`src/rtl/fifo_pkg.sv`:
```
// fifo_pkg: shared defaults and helpers for multi_port_fifo.
// No ports; provides default parameter values and ptr_w().
package fifo_pkg;

    localparam int DEF_DATA_W = 32;
    localparam int DEF_DEPTH  = 8;
    localparam int DEF_ENQ_N  = 2;
    localparam int DEF_DEQ_N  = 2;

    // Pointer width: index bits plus one wrap bit.
    function automatic int ptr_w(input int depth);
        return $clog2(depth) + 1;
    endfunction

endpackage

```
`src/rtl/lead_ones_cnt.sv`:
```
// lead_ones_cnt: length of the run of ones starting at bit 0.
// Ports: vec (N bits in), cnt ($clog2(N+1) bits out).
module lead_ones_cnt #(
    parameter int N = 2
) (
    input  logic [N-1:0]         vec,
    output logic [$clog2(N+1)-1:0] cnt
);

    localparam int CW = $clog2(N + 1);

    logic run;

    always_comb begin
        cnt = '0;
        run = 1'b1;
        for (int i = 0; i < N; i++) begin
            run = run & vec[i];
            if (run) cnt = cnt + CW'(1);
        end
    end

endmodule

```
`src/rtl/multi_port_fifo.sv`:
```
// multi_port_fifo: circular FIFO with ENQ_N enqueue and DEQ_N
// dequeue lanes per cycle, zero read latency, no bypass.
// Ports: clk, rstn (sync active-low), enq_valid/enq_ready/enq_data,
// deq_valid/deq_ready/deq_data, count; flush only when
// MULTI_PORT_FIFO_FLUSH_EN is defined.
module multi_port_fifo
    import fifo_pkg::*;
#(
    parameter int DATA_W = DEF_DATA_W,
    parameter int DEPTH  = DEF_DEPTH,
    parameter int ENQ_N  = DEF_ENQ_N,
    parameter int DEQ_N  = DEF_DEQ_N
) (
    input  logic                          clk,
    input  logic                          rstn,
`ifdef MULTI_PORT_FIFO_FLUSH_EN
    input  logic                          flush,
`endif
    input  logic [ENQ_N-1:0]              enq_valid,
    output logic [ENQ_N-1:0]              enq_ready,
    input  logic [ENQ_N-1:0][DATA_W-1:0]  enq_data,
    output logic [DEQ_N-1:0]              deq_valid,
    input  logic [DEQ_N-1:0]              deq_ready,
    output logic [DEQ_N-1:0][DATA_W-1:0]  deq_data,
    output logic [$clog2(DEPTH+1)-1:0]    count
);

    localparam int PW  = ptr_w(DEPTH);
    localparam int AW  = $clog2(DEPTH);
    localparam int CW  = $clog2(DEPTH + 1);
    localparam int EKW = $clog2(ENQ_N + 1);
    localparam int DMW = $clog2(DEQ_N + 1);

    logic [DATA_W-1:0] mem [DEPTH];
    logic [PW-1:0]     head;
    logic [PW-1:0]     tail;

    logic [EKW-1:0]    enq_run;
    logic [DMW-1:0]    deq_run;
    logic [EKW-1:0]    enq_k;
    logic [DMW-1:0]    deq_m;

    logic [AW-1:0]     wr_idx [ENQ_N];

    assign count = CW'(tail - head);

    // Credit comes only from registered occupancy.
    for (genvar i = 0; i < ENQ_N; i++) begin : g_enq
        assign enq_ready[i] = (int'(count) + i) < DEPTH;
        assign wr_idx[i]    = AW'(tail + PW'(i));
    end

    for (genvar j = 0; j < DEQ_N; j++) begin : g_deq
        assign deq_valid[j] = int'(count) > j;
        assign deq_data[j]  = mem[AW'(head + PW'(j))];
    end

    lead_ones_cnt #(.N(ENQ_N)) u_enq_cnt (
        .vec (enq_valid & enq_ready),
        .cnt (enq_run)
    );

    lead_ones_cnt #(.N(DEQ_N)) u_deq_cnt (
        .vec (deq_valid & deq_ready),
        .cnt (deq_run)
    );

`ifdef MULTI_PORT_FIFO_FLUSH_EN
    assign enq_k = flush ? '0 : enq_run;
    assign deq_m = flush ? '0 : deq_run;
`else
    assign enq_k = enq_run;
    assign deq_m = deq_run;
`endif

    always_ff @(posedge clk) begin
        if (!rstn) begin
            head <= '0;
            tail <= '0;
        end else begin
            tail <= tail + PW'(enq_k);
`ifdef MULTI_PORT_FIFO_FLUSH_EN
            // Flush empties by catching head up to tail.
            head <= flush ? tail : head + PW'(deq_m);
`else
            head <= head + PW'(deq_m);
`endif
        end
    end

    // Storage is not reset; only accepted lanes write.
    always_ff @(posedge clk) begin
        for (int i = 0; i < ENQ_N; i++) begin
            if (rstn && (i < int'(enq_k)))
                mem[wr_idx[i]] <= enq_data[i];
        end
    end

endmodule

```
`config.mk`:
```
export PLATFORM = sky130hd
export DESIGN_NAME = multi_port_fifo
export DESIGN_NICKNAME = d
export VERILOG_FILES = /design/src/rtl/fifo_pkg.sv /design/src/rtl/lead_ones_cnt.sv /design/src/rtl/multi_port_fifo.sv
export SDC_FILE = /design/constraint.sdc
export NUM_CORES = 1
export LEC_CHECK = 0
export ABC_CLOCK_PERIOD_IN_PS = 6850
export BUFFER_PORTS_ARGS = -buffer_cell sky130_fd_sc_hd__buf_4
export CORE_MARGIN = 5
export CORE_UTILIZATION = 60
export CTS_CLUSTER_DIAMETER = 120
export DETAILED_ROUTE_END_ITERATION = 7
export GPL_TIMING_DRIVEN = 1
export PLACE_DENSITY = 0.9
export SLEW_MARGIN = 20
export SYNTH_ARGS = -nofsm -noshare
export SYNTH_HDL_FRONTEND = slang
export SYNTH_SLANG_ARGS = --single-unit
export TNS_END_PERCENT = 1
```
`constraint.sdc`:
```
create_clock -name clk -period 6.85 [get_ports clk]
set_clock_uncertainty 0.05 [all_clocks]
set_input_delay 1.0275 -clock clk [delete_from_list [all_inputs] [get_ports clk]]
set_output_delay 1.0275 -clock clk [all_outputs]
set_load 0.02 [all_outputs]
```
## Word-level counts from Yosys, hierarchy flattened

Memory sizes are Yosys's and may differ from the RTL's. A register that Yosys moved wholly into a read port is not among the register bits.
Cells that the tools add are included.

- $mul: 0
- Shift operators: 0
- $add $sub $neg: 8
- Equal/unequal tests: 0
- Reductions and logical operators: 2
- Divide/modulo/power cells: 0
- Bitwise logic cells: 4
- Muxes and demuxes: 9
- Magnitude comparators: 6

Operators with widths:

| operator | number |
|---|---|
| adder 4 x 2 -> 4 bit | 2 |
| greater-than comparator 4 x 1 -> 1 bit, second input constant | 2 |
| adder 3 x 1 -> 3 bit, second input constant | 2 |
| 2-to-1 mux 1 bit | 6 |
| adder 4 x 1 -> 5 bit, second input constant | 1 |
| < comparator 5 x 4 -> 1 bit, second input constant | 1 |
| adder 2 x 1 -> 2 bit, second input constant | 2 |
| bitwise AND 2 bit | 2 |
| < comparator 1 x 2 -> 1 bit, first input constant | 2 |
| < comparator 4 bit, second input constant | 1 |
| 2-to-1 mux 2 bit | 2 |
| subtractor 4 bit | 1 |
| 2-to-1 mux 3 bit | 1 |
| bitwise AND 1 bit | 2 |
| logical AND 1 bit | 2 |

- Memories kept: 1
- ROM bits: 0
- Bits of input ports: 70
- Word-level logic and storage cells: 32
- Output and inout port bits: 72
- RAM bits: 256
- Register bits: 8
- Latch bits: 0

Memory list:

| name | words | bits a word | read ports | clocked after Yosys merged registers in | write ports | line | source |
|---|---|---|---|---|---|---|---|
| mem | 8 | 32 | 2 | 1 | 2 | multi_port_fifo.sv:34 | `logic [DATA_W-1:0] mem [DEPTH];` |

## Longest topological paths before layout

- Depth in word-level cells: 11
- Gate-level depth with buffers: 15
- Depth with buffers taken out: 13

## Hierarchy

From an unflattened synthesis, not the netlist that was laid out.

- Cells, all modules: 934
- Area total of the unflattened synthesis: 15,414.8 um^2

By module, submodules not included:

| module | cells an instance | seq. area each (um^2) | area each (um^2) | times used |
|---|---|---|---|---|
| multi_port_fifo | 930 | 7,847.5 | 15,382.3 | 1 |
| lead_ones_cnt | 2 | 0.0 | 16.3 | 2 |

## Worst setup path after synthesis

Ideal clock, no wire load.

- Kind: reg-to-reg
- From: register head[1]
- To: memory mem[5][0] (netlist bit), enable pin
- Library setup time: 0.466 ns
- Clock period less this slack: 5.198 ns
- Setup slack: 1.652 ns
- Required time: 6.334 ns
- Stages on the path, launching flop included: 10
- Arrival time: 4.682 ns
- Buffers on the path: 2
- Cell sequence: dfxtp_1 -> buf_2 -> buf_1 -> inv_1 -> ha_1 -> nand3b_1 -> nand2_1 -> xor2_4 -> nand2_1 -> o21ai_0

RTL lines:

| item | line | source |
|---|---|---|
| from (decl) | multi_port_fifo.sv:35 | `logic [PW-1:0] head;` |
| from (signal assigned) | multi_port_fifo.sv:86 | `head <= head + PW'(deq_m);` |
| to (decl) | multi_port_fifo.sv:34 |  |

==> out/metrics.csv <==
stage,metric,value,unit
clocking,Sink Count,264,
logic_synthesis,Ys Warns,0,
worst_hold_path,worst min path class,register to register,
clocking,Clock transition at path regs,0.06,ns
placed_design,placer's final routability congestion estimate,0.805,
sta,worst path setup slack after routing,2.03,ns
sta,Slew HR,30.2,%
clocking,setup bufs post-CTS,0,
sta,crit share post-route,70.4,%
setup_path,CP Class,register to register,
global_route,largest net degree at the start of global routing,70,
logic_synthesis,Mapped Area,0.0154,mm2
power,Final Power,6.63,mW
drt,final wirelength,38400,um
sta,Period minus WS final,4.82,ns
die,cell row count,58,
logic_synthesis,Mapped Cells,922,
logic_synthesis,largest family of logic cells by synthesized area,multiplexers,
logic_synthesis,syn_nets,1004,
clocking,total CTS buffers,27,
placed_design,I/O Buffers,141,
clocking,root buf cell,clkbuf_16,
die,Core Region,0.0253,mm2
power,power per cell area,374,mW/mm2
logic_synthesis,"Seq/Total Area, Yosys",50.8,%
logic_synthesis,Simple-Gate Fraction of Synth Area,4.44,%
sta,RSZ-0062 raised after global routing,false,
placed_design,Placement Setup Slack,1.95,ns
logic_synthesis,compound-cell area share of the yosys netlist,0.559,%
drt,Pre-antenna DRT Iters,5,
global_route,initial antenna violation count,2,
finish,layout cells sized above 1,43.2,%
drt,Antenna Nets Post-Route,0,
job,Max Cap Viol,0,
die,die height,170,um
drt,Iter 0 DRT Violations,1119,
placed_design,Post-DP HPWL,22600,um
setup_path,critical path peak fanout,63,
global_route,grt ovf,0,
die,Die Wd,170,um
clocking,CTS tree,yes,
clocking,CTS H-tree lvls,1,
sta,final hold vios,0,
drt,via count,9447,
sta,Max Slew Vio Count,0,
logic_synthesis,"top cells by area, synth","edfxtp_1, mux4_2, mux2_1",
status,status,"complete, no violations",
finish,area grow syn2layout,14.7,%
setup_path,CP Capture Type,register,
sta,Fmax,0.207,GHz
logic_synthesis,post-synthesis mux area share,39.7,%
drt,vias per cell,6.73,
drt,Post-route DRC,0,
setup_path,CP Launch Type,register,
logic_synthesis,"area leader, netlist",edfxtp_1,
clocking,CTS max path bufs,3,
clocking,CTS Hold Bufs,0,
die,die area,0.0290,mm2
logic_synthesis,Post-Synth XOR/XNOR Area,0.737,%
sta,actual slew at the worst max-slew pin,1.05,ns
die,Ports,142,
sta,final-report setup violation count,0,
global_route,first-pass GRT wire length,58600,um
clocking,worst skew pair latency,0.53,ns
logic_synthesis,Synth cell types,36,
logic_synthesis,post-synthesis adder-cell area fraction,1.12,%
clocking,cts repair resizes,0,
setup_path,Worst EP arrival,5.00,ns
power,Leak,6.04,nW
die,Starting Density,61.1,%
sta,setup_tns,0,ns
power,Worst IR Drop VDD,0.286,mV
global_route,vias in the first global route,9787,
global_route,GRT Util Overall,26.5,%
drt,wire per inst,27.4,um
logic_synthesis,Yosys reg bits,264,
setup_path,Worst EP required,7.03,ns
logic_synthesis,Syn Area/Cell,16.7,um2
logic_synthesis,Yosys top cell area share,49.8,%
finish,nets,1132,
==> Yosys cell counts <==
cell type / count
dfxtp_1: 8
edfxtp_1: 256
nand4_1: 5
inv_4: 1
buf_2: 8
xnor2_1: 3
o21bai_1: 6
a21oi_1: 3
fa_1: 3
nand2_1: 103
o21ai_0: 2
buf_1: 11
or2_2: 1
mux2_1: 174
ha_1: 9
xor2_4: 1
nor2_1: 2
nand3b_1: 1
clkinv_1: 1
nor2b_1: 1
or3_1: 3
nand4b_1: 1
a21o_1: 1
o41ai_1: 1
nor4_4: 6
xor2_2: 1
mux2_2: 114
buf_6: 18
clkbuf_1: 27
mux4_2: 128
and2_1: 9
nand3_1: 1
inv_1: 4
nor3_1: 1
xor2_1: 5
and3_1: 3
==> flip-flops by register name, summed over array words and instances, names as in the netlist <==
name  cells
head      4
mem     256
tail      4
==> critical path, cell delays in order (launching register included) <==
cell,delay (ns)
dfxtp_4,1.04
ha_1,0.32
inv_1,0.06
fa_1,0.37
xor2_1,0.18
nand3_1,0.13
nand2_1,0.37
nor4_4,0.88
buf_4,0.50
o21bai_4,0.35
buf_16,0.25
==> cells in the final DEF (no fill, tap or decap), drive strengths merged, types with 7 or more instances in the layout <==
cell,Yosys,final
clkinv,1,11
and2,9,9
dfxtp,8,8
buf,37,163
mux2,288,288
xor2,7,7
clkbuf,27,36
mux4,128,128
edfxtp,256,256
nand2,103,103
inv,5,7
ha,9,9
==> metal layers <==
metal,routed length (um),vias to the layer above,global-route usage (%)
li1,-,4011,-
met1,14900,4880,37.6
met2,19400,497,44.0
met3,3460,57,4.04
met4,644,2,6.11
met5,13,-,0
==> path summary, 6_finish.rpt <==
path,from,endpoint,cells after the start,slack (ns)
worst max-delay path,head[0],mem[7][0],10,2.03
worst min register to register,head[3],head[3],2,0.56
worst min-delay path,head[3],head[3],2,0.56
worst max register to register,head[0],mem[7][0],10,2.03
==> layout make-up <==
class / count / area, um2
flip-flops and latches: 264 / 7860
fillers: 1563 / 7540
multi-input cells: 588 / 7310
inverters: 6 / 25.0
well taps: 330 / 413
clock buffers: 36 / 739
repair buffers: 163 / 1250
diodes: 2 / 5.00
clock inverters: 14 / 116
==> through the flow <==
step / instance area [um2] / hold WS (ns) / utilization, % / cells
6_report: 17700 / 0.555 / 70.1 / 1403
5_1_grt: 17700 / 0.577 / 70.1 / 1402
4_1_cts: 17700 / 0.555 / 70.0 / 1400
3_5_place_dp: 16800 / 0.539 / 66.6 / 1350
3_3_place_gp: 16800 / 0.528 / 66.6 / 1350
2_1_floorplan: 15400 / 0.503 / - / 922
==> power breakdown <==
group          leakage, nW  switching (mW)  internal, mW  total [mW]
combinational         3.24            1.65          1.43        3.08
clock                0.417           0.611         0.831        1.44
sequential            2.38           0.147          1.96        2.11
total                 6.04            2.40          4.22        6.63
==> cells by family after synthesis <==
logic type / after synthesis
DFF: 264
and+or+nand+nor: 137
AOI/OAI and AO/OA: 13
xor gates and xnor gates: 10
adders and majority gates: 12
muxes: 416
buffers and inverters: 70
Power figures use the tool's default switching activity.
